### src/rtl/vga_sync_gen.sv
// VGA raster timing: pixel/line counters advanced by PIX_EN, with
// registered sync, active-video, coordinate and frame-start outputs.
module vga_sync_gen #(
    parameter int H_ACTIVE = 640,
    parameter int H_FP     = 16,
    parameter int H_SYNC   = 96,
    parameter int H_BP     = 48,
    parameter int V_ACTIVE = 480,
    parameter int V_FP     = 10,
    parameter int V_SYNC   = 2,
    parameter int V_BP     = 33,
    parameter int SYNC_POL = 0
) (
    input  logic       CLK,
    input  logic       RST,
    input  logic       PIX_EN,
    output logic       HSYNC,
    output logic       VSYNC,
    output logic       VIDEO_ON,
    output logic [9:0] PIX_X,
    output logic [9:0] PIX_Y,
    output logic       FRAME_START
);

    localparam int H_TOTAL = H_ACTIVE + H_FP + H_SYNC + H_BP;
    localparam int V_TOTAL = V_ACTIVE + V_FP + V_SYNC + V_BP;

    localparam logic [9:0] H_LAST = 10'(H_TOTAL - 1);
    localparam logic [9:0] V_LAST = 10'(V_TOTAL - 1);
    localparam logic [9:0] H_ACT  = 10'(H_ACTIVE);
    localparam logic [9:0] V_ACT  = 10'(V_ACTIVE);
    localparam logic [9:0] HS_BEG = 10'(H_ACTIVE + H_FP);
    localparam logic [9:0] HS_END = 10'(H_ACTIVE + H_FP + H_SYNC - 1);
    localparam logic [9:0] VS_BEG = 10'(V_ACTIVE + V_FP);
    localparam logic [9:0] VS_END = 10'(V_ACTIVE + V_FP + V_SYNC - 1);
    localparam logic       SYNC_ON = (SYNC_POL != 0);

    logic [9:0] h_q, h_d;
    logic [9:0] v_q, v_d;
    logic       hs_q, hs_d;
    logic       vs_q, vs_d;
    logic       vid_q, vid_d;
    logic       fs_q, fs_d;

    always_comb begin
        h_d = h_q;
        v_d = v_q;
        if (PIX_EN) begin
            if (h_q == H_LAST) begin
                h_d = 10'd0;
                v_d = (v_q == V_LAST) ? 10'd0 : v_q + 10'd1;
            end else begin
                h_d = h_q + 10'd1;
            end
        end
    end

    // Flags decode the next-state counters so they line up with PIX_X/PIX_Y.
    always_comb begin
        hs_d  = ((h_d >= HS_BEG) && (h_d <= HS_END)) ? SYNC_ON : ~SYNC_ON;
        vs_d  = ((v_d >= VS_BEG) && (v_d <= VS_END)) ? SYNC_ON : ~SYNC_ON;
        vid_d = (h_d < H_ACT) && (v_d < V_ACT);
        fs_d  = PIX_EN && (h_d == 10'd0) && (v_d == 10'd0);
    end

    always_ff @(posedge CLK or posedge RST) begin
        if (RST) begin
            h_q   <= H_LAST;
            v_q   <= V_LAST;
            hs_q  <= ~SYNC_ON;
            vs_q  <= ~SYNC_ON;
            vid_q <= 1'b0;
            fs_q  <= 1'b0;
        end else begin
            h_q   <= h_d;
            v_q   <= v_d;
            hs_q  <= hs_d;
            vs_q  <= vs_d;
            vid_q <= vid_d;
            fs_q  <= fs_d;
        end
    end

    assign HSYNC       = hs_q;
    assign VSYNC       = vs_q;
    assign VIDEO_ON    = vid_q;
    assign PIX_X       = h_q;
    assign PIX_Y       = v_q;
    assign FRAME_START = fs_q;

endmodule

### config.mk
export PLATFORM = sky130hd
export DESIGN_NAME = vga_sync_gen
export DESIGN_NICKNAME = d
export VERILOG_FILES = /design/src/rtl/vga_sync_gen.sv
export SDC_FILE = /design/constraint.sdc
export NUM_CORES = 1
export LEC_CHECK = 0
export CORE_UTILIZATION = 60
export DETAILED_ROUTE_END_ITERATION = 8
export DONT_BUFFER_PORTS = 1
export PLACE_DENSITY = 0.79
export SETUP_SLACK_MARGIN = 0.15
export SLEW_MARGIN = 40
export SYNTH_ARGS = -nofsm -noshare
export SYNTH_HDL_FRONTEND = slang
export SYNTH_SLANG_ARGS = --single-unit
### constraint.sdc
create_clock -name CLK -period 7.1 [get_ports CLK]
set_input_delay 1.065 -clock CLK [delete_from_list [all_inputs] [get_ports CLK]]
set_output_delay 1.065 -clock CLK [all_outputs]
set_load 0.05 [all_outputs]
==> impl_metrics.json <==
{
  "clk-insertion-delay-late_ps": 320,
  "totalWireLength_mm": 3.25,
  "wire_per_inst_microns": 17.6,
  "drv_slew": 0,
  "gp_congestion": 0.834,
  "place_hpwl_mm": 2.36,
  "setup_viol": 0,
  "synth_cells": 162,
  "numPortBuffers": 0,
  "drv_cap": 0,
  "critPathCaptureType": "register",
  "clkSinkCount": 24,
  "min_path_type": "in -> async",
  "cts_resized": 0,
  "syn2layout_area_growth_pct": 2.10,
  "numCtsBuffers": 3,
  "critPathMaxFanout": 10,
  "rr_endpoint": "FRAME_START",
  "drtAntennaViolNets": 0,
  "antennaDiodeCount": 0,
  "cts_buffer_depth": 2,
  "drc": 0,
  "cp.arrival_ps": 3430,
  "skew_ps": 5.28,
  "final_nets": 164,
  "core.rowCount": 17,
  "synth_nets": 168,
  "tns_ps": 0,
  "io_pins": 27,
  "yosysTopAreaCell": "dfstp_2",
  "grt_use_total_pct": 27.6,
  "tritoncts": "yes",
  "ys.flop_type": "dfstp_2",
  "powerDensity_nw_per_um2": 317,
  "initial_core_util_pct": 65.4,
  "syn-cell-area_sq_um": 1490,
  "drive_above_1_share_pct": 15.9,
  "firstDrtPassIters": 4,
  "grt_pass1_vias": 1145,
  "hold_ws_ps": 631,
  "grt_max_degree": 25,
  "finalHoldViolCount": 0,
  "die_area_sq_um": 2680,
  "startpoint": "PIX_X[0]",
  "grt_first_pass_wirelength_mm": 5.53,
  "avgSynthCellArea_sq_um": 9.19,
  "yosysSeqAreaShare_pct": 41.3,
  "ys_ff_latch": 24,
  "die-width_microns": 51.8,
  "cts_root_buf": "clkbuf_4",
  "reg2reg_from": "PIX_X[0]",
  "synth_area_leaders": "dfstp_2 (21%), dfrtp_1 (20%), xnor2_1 (5.3%), nand2_1 (4.3%), o21ai_0 (3.7%)",
  "avgViaCountPerCell": 6.76,
  "run_status": "finished clean",
  "fin_crit_ps": 3170,
  "rrSetupSlack_ps": 3930,
  "path_clk_slew_ps": 140,
  "cp-start-kind": "register",
  "drtIter0Drc": 54,
  "grt_overflow": 0,
  "synth_edf_count": 0,
  "synth_most_common_cell": "nand2_1",
  "async_reset_ff_share_pct": 100,
  "yosysUniqueCellTypes": 45,
  "rsz0062_at_grt": "false",
  "cp.required_ps": 7360,
  "max_slew_margin_pct": 49.4,
  "p_leak_nw": 0.571,
  "ir_drop_uv": 307,
  "vias": 1251,
  "synth_top_area_share_pct": 21.2,
  "timing.fmax_mhz": 315,
  "yosysWarnings": 0,
  "reg2reg_depth": 7,
  "antenna_found_initial": 0,
  "endpoint": "FRAME_START",
  "max_slew.worst_pin.slew_ps": 758,
  "core_sq_um": 2280,
  "num-fill-cells": 181,
  "cts-htree-levels": 1,
  "ctsHoldBuffers": 0,
  "post_cts_buffers": 0,
  "path_class": "reg -> reg",
  "die_h_microns": 51.8,
  "post-route-period-util_pct": 44.7,
  "synth_commonest_cells": "nand2_1 (17), dfrtp_1 (12), dfstp_2 (12)"
}
==> registers in the layout, indices dropped and copies added (netlist names) <==
register and count:
FRAME_START 1, HSYNC 1, PIX_X 10, PIX_Y 10, VIDEO_ON 1, VSYNC 1
==> worst min path at each step <==
stage,start,to,slack [ps],cells after the start
2_1_floorplan,PIX_X[1],PIX_X[1],620,1
3_3_place_gp,PIX_X[1],PIX_X[1],630,1
3_5_place_dp,PIX_X[1],PIX_X[1],640,1
4_1_cts,RST,PIX_Y[5],630,1
5_1_grt,RST,PIX_Y[5],660,1
6_report,RST,PIX_Y[5],630,1
==> cells by family (layout without fill, tap and decap cells) <==
group,after synthesis,after routing,synth area share [%]
AOI/OAI and AO/OA,28,28,12.4
adders and majority gates,3,3,2.52
buffers and inverters,20,15,5.46
xor gates and xnor gates,11,11,6.98
muxes,3,3,2.18
DFF,24,24,41.3
and+or+nand+nor,73,73,29.2
==> stage by stage <==
step	area (sq um)	instances	utilization [%]	setup WS, ps	power (mW)
floorplan	1490	162	-	4230	0.388
global placement	1480	181	65.2	4050	0.402
detailed placement	1480	181	65.2	3970	0.408
CTS	1520	185	66.8	3950	0.482
global route	1520	185	66.8	3670	0.506
finish	1520	185	66.8	3930	0.481
==> layout by cell type, fill, tap and decap left out, types with 2 or more instances in the layout <==
cell	count
a21oi_1	3
and3_1	2
clkbuf_4	3
dfrtp_1	12
dfstp_2	12
ha_1	3
inv_1	10
mux2_2	2
nand2_1	17
nand2b_1	4
nand3_1	8
nand3b_1	3
nand4_1	8
nor2_1	6
nor3_1	8
nor4_1	5
o21ai_0	11
o31ai_1	2
o32ai_1	2
or3_1	2
or4_1	2
xnor2_1	9
==> routing by layer <==
layer	part of all wire, %	vias up	global-route usage (%)
li1	-	584	-
met1	45	599	39.9
met2	46	61	43.1
met3	7.4	7	4.68
met4	0.98	0	6.31
met5	0	-	0
==> report_power, final <==
part / switching [mW] / internal (mW) / leakage [nW] / total [mW]
Sequential: 0.134 / 0.174 / 0.275 / 0.308
Combinational: 0.0554 / 0.0451 / 0.275 / 0.100
Clock: 0.0420 / 0.0313 / 0.0210 / 0.0733
Total: 0.231 / 0.251 / 0.571 / 0.481
==> critical path, stage by stage, from the launching register on <==
cell and delay, ps:
dfstp_2 770, ha_1 340, nand4_4 200, nor4_2 670
nand4_1 200, xnor2_1 210, a2111oi_0 460, and4_1 270
==> layout make-up <==
class	instances	area [sq um]	share of cell area, %
Multi-Input combinational cell	118	792	52.1
Sequential cell	24	616	40.5
Inverter	11	41.3	2.72
Clock buffer	4	36.3	2.39
Tap cell	28	35.0	2.30
(Power assumes the default switching activity.)
